File: src/rtl/stream_normalizer.sv
// stream_normalizer: repacks ragged byte beats into dense beats without merging packets
module stream_normalizer #(
  parameter int DATA_BYTES = 8,
  localparam int CW = $clog2(DATA_BYTES)
) (
  input  logic                    clk,
  input  logic                    rst_n,
  input  logic [8*DATA_BYTES-1:0] in_data,
  input  logic [CW-1:0]           in_cnt,
  input  logic                    in_last,
  input  logic                    in_valid,
  output logic                    in_ready,
  output logic [8*DATA_BYTES-1:0] out_data,
  output logic [CW-1:0]           out_cnt,
  output logic                    out_last,
  output logic                    out_valid,
  input  logic                    out_ready
);
  localparam int W = 8*DATA_BYTES;
  localparam logic [CW:0] DB = (CW+1)'(DATA_BYTES);
  logic [W-1:0] buf_q, bmask;
  logic [CW-1:0] buf_cnt;
  logic flush, emit, full, over, acc;
  logic [CW:0] n_in, total;
  logic [2*W-1:0] merged;
  always_comb begin
    n_in = (in_cnt == '0) ? DB : {1'b0, in_cnt};
    total = {1'b0, buf_cnt} + n_in;
    bmask = ~({W{1'b1}} << {buf_cnt, 3'b000});
    merged = {{W{1'b0}}, buf_q & bmask} | ({{W{1'b0}}, in_data} << {buf_cnt, 3'b000});
    full = total >= DB;
    over = total > DB;
    emit = full || in_last;
    in_ready = rst_n && !flush && (!emit || out_ready);
    out_valid = rst_n && (flush || (in_valid && emit));
    out_data = flush ? buf_q : merged[W-1:0];
    out_cnt = flush ? buf_cnt : full ? '0 : total[CW-1:0];
    out_last = flush || (in_last && !over);
    acc = in_valid && in_ready;
  end
  always_ff @(posedge clk) begin
    if (!rst_n) begin
      buf_cnt <= '0;
      flush <= 1'b0;
    end else if (flush) begin
      if (out_ready) begin
        buf_cnt <= '0;
        flush <= 1'b0;
      end
    end else if (acc) begin
      buf_q <= emit ? merged[2*W-1:W] : merged[W-1:0];
      buf_cnt <= (emit && !over) ? '0 : total[CW-1:0];
      flush <= emit && over && in_last;
    end
  end
endmodule

File: config.mk
export PLATFORM = sky130hd
export DESIGN_NAME = stream_normalizer
export DESIGN_NICKNAME = d
export VERILOG_FILES = /design/src/rtl/stream_normalizer.sv
export SDC_FILE = /design/constraint.sdc
export NUM_CORES = 1
export LEC_CHECK = 0
export CAP_MARGIN = 5
export CORE_MARGIN = 3
export CORE_UTILIZATION = 25
export CTS_CLUSTER_SIZE = 25
export DETAILED_ROUTE_END_ITERATION = 16
export PLACE_DENSITY = 0.46
export SKIP_LAST_GASP = 1
export SLEW_MARGIN = 20
export SYNTH_ARGS = -nofsm -noshare
export SYNTH_HDL_FRONTEND = slang
export SYNTH_SLANG_ARGS = --single-unit
File: constraint.sdc
create_clock -name clk -period 12.6 [get_ports clk]
set_input_delay 1.89 -clock clk [delete_from_list [all_inputs] [get_ports clk]]
set_output_delay 1.89 -clock clk [all_outputs]
set_load 0.05 [all_outputs]
**After elaboration in Yosys (flattened, before gate mapping)**

Cells that the tools add are included.

- Register bits: 68
- Bits of input ports: 72
- Output and inout port bits: 70
- Word-level logic and storage cells: 45

- Add/subtract/negate cells: 1
- Magnitude comparators: 2
- Equal/unequal tests: 1
- Shift operators: 2
- Multiplexer cells: 12
- Bitwise logic cells: 4
- Reduce and logical (&&, ||, !) cells: 20

Operators with widths:

| operator | number |
|---|---|
| 2-to-1 mux 64 bit | 2 |
| OR 64 x 128 -> 128 bit | 1 |
| left shift 64 x 6 -> 128 bit | 1 |
| AND 64 bit | 1 |
| NOT 64 bit | 1 |
| left shift 64 x 6 -> 64 bit (first input constant) | 1 |
| 2-to-1 mux 3 bit | 6 |
| logical AND 1 bit | 9 |
| adder 3 x 4 -> 4 bit | 1 |
| >= comparator 4 bit (second input constant) | 1 |
| > comparator 4 bit (second input constant) | 1 |
| logical OR 1 bit | 4 |
| 2-to-1 mux 4 bit | 1 |
| zero test 1 bit | 3 |
| zero test 3 bit | 1 |
| 2-to-1 mux 1 bit | 3 |
| AND reduction 3 bit | 1 |
| != test 2 bit (second input constant) | 1 |
| AND reduction 2 bit | 1 |
| nonzero test 2 bit | 1 |
| NOT 1 bit | 1 |

**Longest topological paths before layout**

- Depth after elaboration: 11
- Gate-level depth with buffers: 9
- Depth with buffers taken out: 7

**Worst setup path before layout**

Ideal clock, no wire load.

- Path type: input to output
- Start: input port in_cnt[1]
- End: output port out_cnt[2]
- Arrival: 4.304 ns
- Data required time: 10.710 ns
- Slack: 6.406 ns
- Cell stages on the path: 7
- Buffers on the path: 2
- Path through: clkbuf_1 -> ha_1 -> and3_4 -> buf_6 -> or3_1 -> and2_1 -> o31ai_1

- Cells in the longest elaborated chain, start to end: 6

Ends and longest elaborated chain:

| what | line | text |
|---|---|---|
| start, declared | 9 | `input logic [CW-1:0] in_cnt,` |
| zero test 3 bit | 27 | `n_in = (in_cnt == '0) ? DB : {1'b0, in_cnt};` |
| 2-to-1 mux 4 bit * | 27 |  |
| adder 3 x 4 -> 4 bit * | 28 | `total = {1'b0, buf_cnt} + n_in;` |
| >= comparator 4 bit | 31 | `full = total >= DB;` |
| 2-to-1 mux 3 bit * (2 in series) | 37 | `out_cnt = flush ? buf_cnt : full ? '0 : total[CW-1:0];` |
| end, declared | 14 | `output logic [CW-1:0] out_cnt,` |

Every way passes the cells marked *; elsewhere a longest branch is shown, timed or not.

**Worst setup path in the final report**

- Start: input port in_last
- End: output port in_ready

- Cells in the longest elaborated chain, start to end: 4

Ends and longest elaborated chain:

| what | line | text |
|---|---|---|
| start, declared | 10 | `input logic in_last,` |
| logical OR 1 bit | 33 | `emit = full \|\| in_last;` |
| zero test 1 bit | 34 | `in_ready = rst_n && !flush && (!emit \|\| out_ready);` |
| logical OR 1 bit | 34 |  |
| logical AND 1 bit | 34 |  |
| end, declared | 12 | `output logic in_ready,` |

No other way between the ends.

==> out/metrics.yaml <==
drt_first_pass_iters: 5
synth_cell_types: 58
fin_tns_setup_ns: 0
port_buffers: 141
rrSetupSlack_ns: 8.76
p_leak_nw: 2.89
ys_warn_count: 0
r2r_cells: 7
ys_seq_elements: 68
worstHoldStart: "buf_q[18]"
syn_inst: 697
postCtsHoldBufs: 0
critPathMaxStageDelay_ns: 0.81
path_common_cell: "clkdlybuf4s50_1"
n_antenna_cell: 0
drv_slew: 0
layout-drive-gt1-share_pct: 16.7
h-tree-depth: 3
cts_root_buffer: "clkbuf_16"
final_cells: 1139
cts_setup_buffers: 0
ys_top_cells_by_count: "nand2_1, mux2i_1, edfxtp_1"
place_congestion: 0.814
grt_max_degree: 68
avgSynthCellArea_um2: 9.84
grt-ovfl-total: 0
placedCellCount: 1123
drt_iter0_drc: 518
postCtsResizedCells: 0
slew_headroom_pct: 28.0
grt_pass1_vias: 5918
endpoint_kind: "output port"
fp-row-count: 60
dieArea_mm2: 0.0295
crit_fanout: 15
clock.fmax_ghz: 0.150
initial_core_util_pct: 25.5
syn_to_final_growth_pct: 27.3
p_per_area_mw_per_mm2: 124
total_power_w: 0.00109
routedWlPerCell_um: 23.1
synth-main-ff-cell: "edfxtp_1"
die_w_um: 172
r2r_start: "buf_cnt[2]"
finalInstanceArea_mm2: 0.00874
clock_sinks: 68
r2r-end: "buf_q[4]"
synth_nets: 773
grt_pass1_wl_mm: 39.2
synth-edff-count: 64
cts.path.max_buffers: 2
path_class: "primary input to output port"
min_to: "buf_q[18]"
status: "finished, final reports clean"
cp-start-kind: "primary input"
slowest_stage: "clkdlybuf4s50_1"
post-dp-hpwl_mm: 18.8
vias: 6219
synthArstFlopShare_pct: 0
cap_violations: 0
worstPathArrival_ns: 4.78
finalHoldViolCount: 0
seq_area_frac_synth_pct: 29.2
ys_top_cells_by_area: "edfxtp_1, mux2i_1, mux4_2"
ant_nets: 0
synthDominantCellAreaShare_pct: 28.0
cts_tree: "done"
grtUsageTotal_pct: 17.7
yosysMostFrequentCell: "nand2_1"
fin_nets: 869
holdCritPathClass: "flip-flop to flip-flop"
fin_crit_sh_pct: 52.9
clk_latency_ns: 0.34
crit_chain: "clkdlybuf4s50_1 > nor4_1 > o21a_1 > o31ai_1 > nor2_1 > clkdlybuf4s50_1"
netlist_area_mm2: 0.00686
min_path_cells: 2
clk_pin_slew_ns: 0.06
antenna_found_initial: 0
coreArea_mm2: 0.0270
tightest_slew_ns: 1.08
netlist.top_cell.by_area: "edfxtp_1"
rsz0062_at_grt: "no"
setup_violations: 0
io_pins: 142
clock_skew_ns: 0.00697
fin_crit_ns: 6.67
via_per_inst: 5.46
die_height_um: 172
cts_made_buffers: 9
max-vdd-ir-drop_v: 0.0000506
place_area_mm2: 0.00848
route.detailed.drc: 0
crit_required_ns: 10.71
routed_wl_mm: 26.4
[worst max path at each step]
stage | from | end | cells past startpoint
global placement | in_cnt[2] | out_valid | 7
CTS | in_last | in_ready | 6
finish | in_last | in_ready | 6
global route | in_last | in_ready | 6
floorplan | in_cnt[1] | out_cnt[2] | 7
detailed placement | in_last | in_ready | 6
[layout make-up]
type                    instances  area [um2]
fillers                      2766       18200
multi-input cells             557        4530
flip-flops and latches         68        2010
repair buffers                152        1490
well taps                     341         427
clock buffers                  12         236
inverters                       5        18.8
clock inverters                 4        16.3
[report_power, final]
part / switching, W / internal, W / leakage [nW]
Combinational: 0.000349 / 0.000211 / 2.13
Sequential: 0.0000183 / 0.000271 / 0.641
Clock: 0.000104 / 0.000131 / 0.123
Total: 0.000472 / 0.000614 / 2.89
[flip-flops by register name, summed over array words and instances (netlist names)]
register and cells:
buf_q 64, buf_cnt 3, flush 1
[critical path: cells and delay by family]
family / cells / cell delay (ns)
AND/OR/NAND/NOR: 2 / 0.70
buffers and inverters: 2 / 1.38
AO/OA/AOI/OAI: 2 / 0.80
[per-layer routing]
metal / routed length (um) / GRT usage, % / up-vias
met5: 0 / 0 / -
met4: 365 / 3.57 / 0
met3: 1620 / 3.72 / 16
met2: 12100 / 27.7 / 212
met1: 12300 / 25.4 / 3094
li1: - / - / 2897
[cell usage in the layout, fill, tap and decap left out, types with 8 or more instances in the layout]
master / Yosys / final
a21oi_1: 10 / 10
a22o_1: 8 / 8
a31oi_1: 8 / 8
buf_4: 8 / 11
clkbuf_16: 0 / 9
clkdlybuf4s50_1: 0 / 141
edfxtp_1: 64 / 64
mux2_2: 54 / 54
mux2i_1: 85 / 85
mux4_2: 37 / 37
nand2_1: 128 / 128
nand2b_1: 15 / 15
nand4_1: 17 / 17
nor2_1: 13 / 11
nor3b_1: 9 / 9
o211ai_1: 18 / 18
o21ai_0: 61 / 61
o2bb2ai_1: 9 / 9
[cell families after synthesis]
kind of cell / share of synthesized area (%)
AO/OA/AOI/OAI: 15.6
XOR/XNOR: 0.128
adder cells (fa/ha/maj): 0.839
buffers and inverters: 5.02
flip-flops: 29.2
multiplexers: 33.7
AND/OR/NAND/NOR: 15.5
[metrics by stage]
step           utilization, %  setup WS, ns  hold slack, ns
5_1_grt                  32.4          5.78           0.664
4_1_cts                  32.4          5.95           0.647
6_report                 32.4          5.93           0.645
3_5_place_dp             31.5          5.94           0.633
3_3_place_gp             31.5          5.94           0.623
2_1_floorplan               -          6.41           0.584
(Power assumes the default switching activity.)
